**config.mk**
```make
export PLATFORM = sky130hd
export DESIGN_NAME = theta_column_parity_func
export DESIGN_NICKNAME = d
export VERILOG_FILES = /design/src/rtl/theta_column_parity_func.sv
export SDC_FILE = /design/constraint.sdc
export NUM_CORES = 2
export LEC_CHECK = 0
export BUFFER_PORTS_ARGS = -buffer_cell sky130_fd_sc_hd__buf_2
export CAP_MARGIN = 25
export CORE_MARGIN = 2
export CORE_UTILIZATION = 60
export DETAILED_ROUTE_END_ITERATION = 16
export MAX_ROUTING_LAYER = met4
export PLACE_DENSITY = 0.85
export SLEW_MARGIN = 20
export SYNTH_ARGS = -nofsm -noshare
export SYNTH_HDL_FRONTEND = slang
export SYNTH_SLANG_ARGS = --single-unit
```
**constraint.sdc**
```tcl
create_clock -name clk -period 8.35 [get_ports clk]
set_input_delay 1.67 -clock clk [delete_from_list [all_inputs] [get_ports clk]]
set_output_delay 1.67 -clock clk [all_outputs]
set_load 0.1 [all_outputs]
```
**src/rtl/theta_column_parity_func.sv**
```systemverilog
// Keccak theta over a 5x5x64 state streamed one 25-bit slice per line.
// All 64 slices and their column parities are buffered during LOAD; EMIT
// then replays each slice XORed with C[x-1][z] and C[x+1][z-1].
//
// state | meaning
// IDLE  | waiting for start
// LOAD  | capturing slices z = 0..63 on in_valid
// EMIT  | registering one theta slice per cycle, z = 0..63
// DONE  | last slice on the output; donee is raised on the next cycle
module theta_column_parity_func #(
    parameter int DEPTH  = 64,
    parameter int CNT_W  = 6,
    parameter int LINE_W = 25
) (
    input  logic              clk,
    input  logic              rst,
    input  logic              start,
    input  logic              in_valid,
    output logic              in_ready,
    input  logic [LINE_W-1:0] line_in,
    output logic              write_enable,
    output logic [LINE_W-1:0] write_value,
    output logic [CNT_W-1:0]  cnt_value,
    output logic              donee
);

    typedef enum logic [1:0] {S_IDLE, S_LOAD, S_EMIT, S_DONE} state_t;

    state_t              state_q, state_d;
    logic [CNT_W-1:0]    in_cnt_q, in_cnt_d;
    logic [CNT_W-1:0]    out_cnt_q, out_cnt_d;
    logic [LINE_W-1:0]   mem_q [DEPTH];
    logic [LINE_W-1:0]   mem_d [DEPTH];
    logic [4:0]          par_q [DEPTH];
    logic [4:0]          par_d [DEPTH];
    logic                write_enable_q, write_enable_d;
    logic [LINE_W-1:0]   write_value_q, write_value_d;
    logic [CNT_W-1:0]    cnt_value_q, cnt_value_d;
    logic                donee_q, donee_d;

    logic [CNT_W-1:0]    z_prev;
    logic [4:0]          par_cur;
    logic [4:0]          par_prev;
    logic [LINE_W-1:0]   theta_slice;

    // Column parity of one slice: bit x is the XOR of the five rows y.
    function automatic logic [4:0] col_par(input logic [LINE_W-1:0] s);
        logic [4:0] p;
        for (int x = 0; x < 5; x++) begin
            p[x] = s[x] ^ s[5+x] ^ s[10+x] ^ s[15+x] ^ s[20+x];
        end
        return p;
    endfunction

    // Theta of the slice at out_cnt; z-1 wraps naturally in the counter width.
    always_comb begin
        z_prev      = out_cnt_q - CNT_W'(1);
        par_cur     = par_q[out_cnt_q];
        par_prev    = par_q[z_prev];
        theta_slice = '0;
        for (int y = 0; y < 5; y++) begin
            for (int x = 0; x < 5; x++) begin
                theta_slice[5*y+x] = mem_q[out_cnt_q][5*y+x]
                                   ^ par_cur[(x+4)%5]
                                   ^ par_prev[(x+1)%5];
            end
        end
    end

    // Next-state, buffer writes and registered outputs.
    always_comb begin
        state_d        = state_q;
        in_cnt_d       = in_cnt_q;
        out_cnt_d      = out_cnt_q;
        mem_d          = mem_q;
        par_d          = par_q;
        write_enable_d = 1'b0;
        write_value_d  = write_value_q;
        cnt_value_d    = cnt_value_q;
        donee_d        = 1'b0;
        case (state_q)
            S_IDLE: begin
                if (start) state_d = S_LOAD;
            end
            S_LOAD: begin
                if (in_valid) begin
                    mem_d[in_cnt_q] = line_in;
                    par_d[in_cnt_q] = col_par(line_in);
                    in_cnt_d        = in_cnt_q + CNT_W'(1);
                    if (in_cnt_q == CNT_W'(DEPTH-1)) state_d = S_EMIT;
                end
            end
            S_EMIT: begin
                write_enable_d = 1'b1;
                write_value_d  = theta_slice;
                cnt_value_d    = out_cnt_q;
                out_cnt_d      = out_cnt_q + CNT_W'(1);
                if (out_cnt_q == CNT_W'(DEPTH-1)) state_d = S_DONE;
            end
            S_DONE: begin
                donee_d = 1'b1;
                state_d = S_IDLE;
            end
            default: state_d = S_IDLE;
        endcase
    end

    // Control and output registers with synchronous reset.
    always_ff @(posedge clk) begin
        if (rst) begin
            state_q        <= S_IDLE;
            in_cnt_q       <= '0;
            out_cnt_q      <= '0;
            write_enable_q <= 1'b0;
            write_value_q  <= '0;
            cnt_value_q    <= '0;
            donee_q        <= 1'b0;
        end else begin
            state_q        <= state_d;
            in_cnt_q       <= in_cnt_d;
            out_cnt_q      <= out_cnt_d;
            write_enable_q <= write_enable_d;
            write_value_q  <= write_value_d;
            cnt_value_q    <= cnt_value_d;
            donee_q        <= donee_d;
        end
    end

    // Slice and parity buffers carry no reset; they are fully rewritten by LOAD.
    always_ff @(posedge clk) begin
        mem_q <= mem_d;
        par_q <= par_d;
    end

    assign in_ready     = (state_q == S_LOAD);
    assign write_enable = write_enable_q;
    assign write_value  = write_value_q;
    assign cnt_value    = cnt_value_q;
    assign donee        = donee_q;

endmodule
```
# Word-level counts from Yosys, hierarchy flattened
# Index checks and enable logic that the tools add are counted.
# word_totals
reg_bits	1967
word_cells	250
# classes
addsub	3
n_lt_le_gt_ge	4
n_eq_ne	9
n_mux	22
bitwise_logic	73
n_reduce_logical	4
# op_table
operator	count
1600-bit bitwise mux	1
320-bit bitwise mux	1
25-bit binary-select mux with 6-bit select	1
25-bit demux with 6-bit select	1
25-bit 2-to-1 mux	3
1-bit XOR	70
5-bit binary-select mux with 6-bit select	2
5-bit demux with 6-bit select	1
5-bit 2-to-1 mux	5
7-bit greater-or-equal comparator (second input constant)	3
6-bit NOT with 7-bit output	3
6-bit by 1-bit adder with 6-bit output (second input constant)	2
6-bit == test (second input constant)	2
2-bit 2-to-1 mux	4
2-bit case mux with 4 select lines	1
7-bit by 1-bit < comparator with 1-bit output (second input constant)	1
2-bit != test (second input constant)	3
6-bit by 1-bit subtractor with 6-bit output (second input constant)	1
2-bit == test (second input constant)	2
4-bit AND reduction	1
2-bit by 1-bit == test with 1-bit output (second input constant)	1
2-bit zero test	1
1-bit 2-to-1 mux	2
2-bit by 1-bit != test with 1-bit output (second input constant)	1
other kinds (2)	2

# Logic depth before layout (Yosys ltp)
# depth
word_depth	6
ltp_mapped	21
depth_no_buf	10

# Least setup slack after synthesis
# Ideal clock, no wire load.
# synth_timing
path_type	input to register
startpoint	input port in_valid
endpoint	register mem_q[1475] in the netlist's numbering, enable pin
setup_time_ns	0.455
arrival_time_ns	4.284
required_ns	7.895
path_slack_ns	3.611
path_stages	4
n_path_buf	0
path_cell_list	nand2_1 > nor4_1 > nand2_1 > nor3_1
# synth_via
elab_chain_len	1
# synth_lines
element	line	source
from (decl)	18	input logic in_valid,
2-bit AND reduction (no line)	n/a	
to (signal assigned)	131	mem_q <= mem_d;
to (decl)	32	logic [LINE_W-1:0] mem_q [DEPTH];
# No other way between the ends.
# A chain may end at the register's enable or synchronous reset.

# Final worst setup path
# layout_timing
startpoint	register out_cnt_q[1]
endpoint	register write_value_q[19] (netlist: write_value[19])
# layout_via
elab_chain_len	6
word_cells_on_any_way	14
# layout_lines
element	line	source
from (decl)	31	logic [CNT_W-1:0] out_cnt_q, out_cnt_d;
from (signal assigned)	121	out_cnt_q <= out_cnt_d;
6-bit by 1-bit subtractor with 6-bit output or 6-bit NOT with 7-bit output (tied branches)	57, 58, 63	
6-bit NOT with 7-bit output (implied by the code), or another cell as far along	59	par_prev = par_q[z_prev];
5-bit binary-select mux with 6-bit select, or another cell as far along	59	
5-bit 2-to-1 mux (implied by the code), or another cell as far along	59	
5-bit 2-to-1 mux (implied by the code) or 1-bit XOR (tied branches)	59, 64	
1-bit XOR (*)	65	^ par_prev[(x+1)%5];
to (signal assigned)	123	write_value_q <= write_value_d;
to (decl)	37	logic [LINE_W-1:0] write_value_q, write_value_d;
# Every way passes the cells marked *; elsewhere a longest branch is shown, timed or not. The select of a mux whose other input is x is not followed.

==> flow_summary.json <==
{
  "areaGrowthSynthToFinish_pct": 11.2,
  "drt_iter0_drc": 7017,
  "crit_type": "reg2reg",
  "clkLatencyLatePin_ps": 820,
  "reg2reg_to": "write_value[19]",
  "wl_um": 217000,
  "r2r_slack_ps": 3150,
  "yosysMostFrequentCell": "edfxtp_1",
  "grt_start_max_net_pins": 149,
  "holdPathStages": 2,
  "final_core_util": 0.672,
  "grt_pass1_vias": 41200,
  "cts_resized": 0,
  "globalplace.congestion": 0.907,
  "grt_setup_unrepaired": "false",
  "die_x_um": 365,
  "finalCriticalPeriod_ps": 5200,
  "cts_buffers": 183,
  "grt_first_pass_wirelength_um": 307000,
  "cp_max_fo": 129,
  "seq_area_frac_synth": 0.749,
  "p_leak_nw": 26.2,
  "relSlewSlack": 0.238,
  "clockBufferDepth": 3,
  "synth.avg_cell_area_sq_um": 22.7,
  "cp.required_ps": 8980,
  "core_area_sq_um": 129000,
  "synthTopCellsByArea": "edfxtp_1 74%, mux4_2 18%, dfxtp_1 1.2%",
  "hold_class": "reg2reg",
  "worst_slack_ps": 3150,
  "ys_seq_elements": 1967,
  "max_freq_ghz": 0.192,
  "die_h_um": 365,
  "fp.dieArea_sq_um": 133000,
  "ys.warnings.count": 0,
  "cts-root-buf": "clkbuf_16",
  "slowest_stage": "buf_4",
  "setup_violations": 0,
  "async_flop_share": 0,
  "max-vdd-ir-drop_v": 0.000399,
  "yosysTopAreaCellShare": 0.737,
  "vias_per_cell": 7.35,
  "wire_per_inst_um": 39.3,
  "synth-edff-count": 1920,
  "hp-start": "write_value[1]",
  "synth_top_flop_cell": "edfxtp_1",
  "yosysTopAreaCell": "edfxtp_1",
  "cts_hold_buffers": 0,
  "firstDrtPassIters": 8,
  "reg2reg_from": "out_cnt_q[1]",
  "drv_cap": 0,
  "detailed_place_hpwl_um": 109000,
  "skew_ps": 24.5,
  "netlist_area_sq_um": 78200,
  "setup_tns_ps": 0,
  "drc": 0,
  "path_clk_slew_ps": 60,
  "final_nets": 3643,
  "vias": 40500,
  "slowest_delay_ps": 910,
  "track_usage": 0.344,
  "overflow": 0,
  "whs_endpoint": "write_value[1]",
  "totalPowerFinal_w": 0.0240,
  "syn-num-nets": 3475,
  "rr_worst_depth": 9,
  "cellPowerDensity_nw_per_um2": 276,
  "final_antenna_net_count": 0,
  "worstPathCellList": "buf_12 -> buf_4 -> mux4_2 -> mux2i_1 -> a21oi_1 -> a21oi_1 -> a21oi_1 -> xor2_1 -> o221ai_1",
  "cp-start-kind": "flop",
  "postCtsSetupBuffers": 0,
  "pre_cts_ws_ps": 3400,
  "crit_path_end_kind": "flop",
  "crit_top_cell": "a21oi_1",
  "cts.sinks": 1967,
  "final_max_slew_viol_count": 0,
  "rows": 132,
  "arrival_ps": 5820,
  "cts_tree": "built",
  "initial_core_util": 0.604,
  "io-pin-count": 63,
  "netlist_instances": 3438,
  "worst_pin_slew_ps": 1140,
  "port_buffers": 62,
  "grt_antenna_before_repair": 14,
  "fin_crit_sh": 0.622,
  "status": "finished clean",
  "synth_common_cells": "1920 x edfxtp_1, 622 x mux4_2, 128 x nor2_1",
  "drive_above_1_share": 0.308,
  "hold_viol": 0,
  "cts_htree_levels": 4,
  "synth.distinct_cells": 46
}
-- sequential cells by signal, indices dropped and copies added (netlist names) --
name,cells
out_cnt_q,6
donee,1
mem_q,1600
in_cnt_q,6
par_q,320
write_enable,1
cnt_value,6
state_q,2
write_value,25
-- logic make-up after synthesis --
| logic type | share of synthesized area |
|---|---|
| AO/OA/AOI/OAI | 0.0215 |
| XOR/XNOR | 0.00477 |
| adder cells (fa/ha/maj) | 0.00128 |
| buffers and inverters | 0.0166 |
| flip-flops | 0.749 |
| multiplexers | 0.190 |
| AND/OR/NAND/NOR | 0.0169 |
-- worst max path at each step --
stage | to | from
after CTS | write_value[11] | out_cnt_q[1]
after global placement | write_value[3] | out_cnt_q[0]
after global routing | write_value[18] | out_cnt_q[0]
final | write_value[19] | out_cnt_q[1]
after detailed placement | write_value[21] | out_cnt_q[1]
after floorplan | mem_q[1475] | in_valid
-- layout make-up --
class | instances | area (sq um)
multi-input combinational | 1254 | 18900
clock inverter | 98 | 1020
sequential | 1967 | 58600
timing repair buffer | 190 | 1370
fill | 7489 | 42500
antenna | 11 | 27.5
inverter | 10 | 37.5
tap | 1742 | 2180
clock buffer | 233 | 4850
-- cells in the final DEF, fill, tap and decap left out, types with 20 or more instances in the layout --
| cell | n |
|---|---|
| bufinv_16 | 20 |
| mux2i_1 | 80 |
| buf_2 | 62 |
| buf_4 | 121 |
| clkinv_1 | 39 |
| a221oi_1 | 28 |
| dfxtp_1 | 43 |
| nor2_4 | 63 |
| mux4_2 | 622 |
| nand3_1 | 38 |
| clkbuf_16 | 187 |
| edfxtp_1 | 1920 |
| nand2_1 | 56 |
| clkbuf_1 | 46 |
| a22o_1 | 34 |
| a22oi_1 | 58 |
| o221ai_1 | 20 |
| a21oi_1 | 32 |
| nor2_1 | 65 |
| clkinv_2 | 24 |
-- critical path, delay by kind of cell, from the launching register on --
kind | cells | cell delay [ps]
multiplexers | 2 | 810
XOR/XNOR | 1 | 840
AO/OA/AOI/OAI | 4 | 880
buffers and inverters | 2 | 1580
flip-flops | 1 | 770
-- power breakdown --
part           internal [W]  switching [W]  total, W
combinational       0.00181        0.00274   0.00455
sequential           0.0110      0.0000709    0.0111
clock               0.00472        0.00362   0.00834
total                0.0176        0.00643    0.0240
-- per-layer routing --
layer,up-vias,GRT usage,part of all wire
met4,0,0.161,0.056
met1,20700,0.428,0.32
met2,3826,0.517,0.47
met3,817,0.115,0.16
li1,15100,-,-
met5,-,-,0
-- per-stage QoR --
| stage | area (sq um) | hold WS, ps | cells |
|---|---|---|---|
| 6_report | 87000 | 514 | 5505 |
| 5_1_grt | 87000 | 524 | 5504 |
| 4_1_cts | 87000 | 512 | 5494 |
| 3_5_place_dp | 81100 | 488 | 5163 |
| 3_3_place_gp | 81100 | 468 | 5162 |
| 2_1_floorplan | 78200 | 518 | 3438 |
Power figures use the tool's default switching activity.
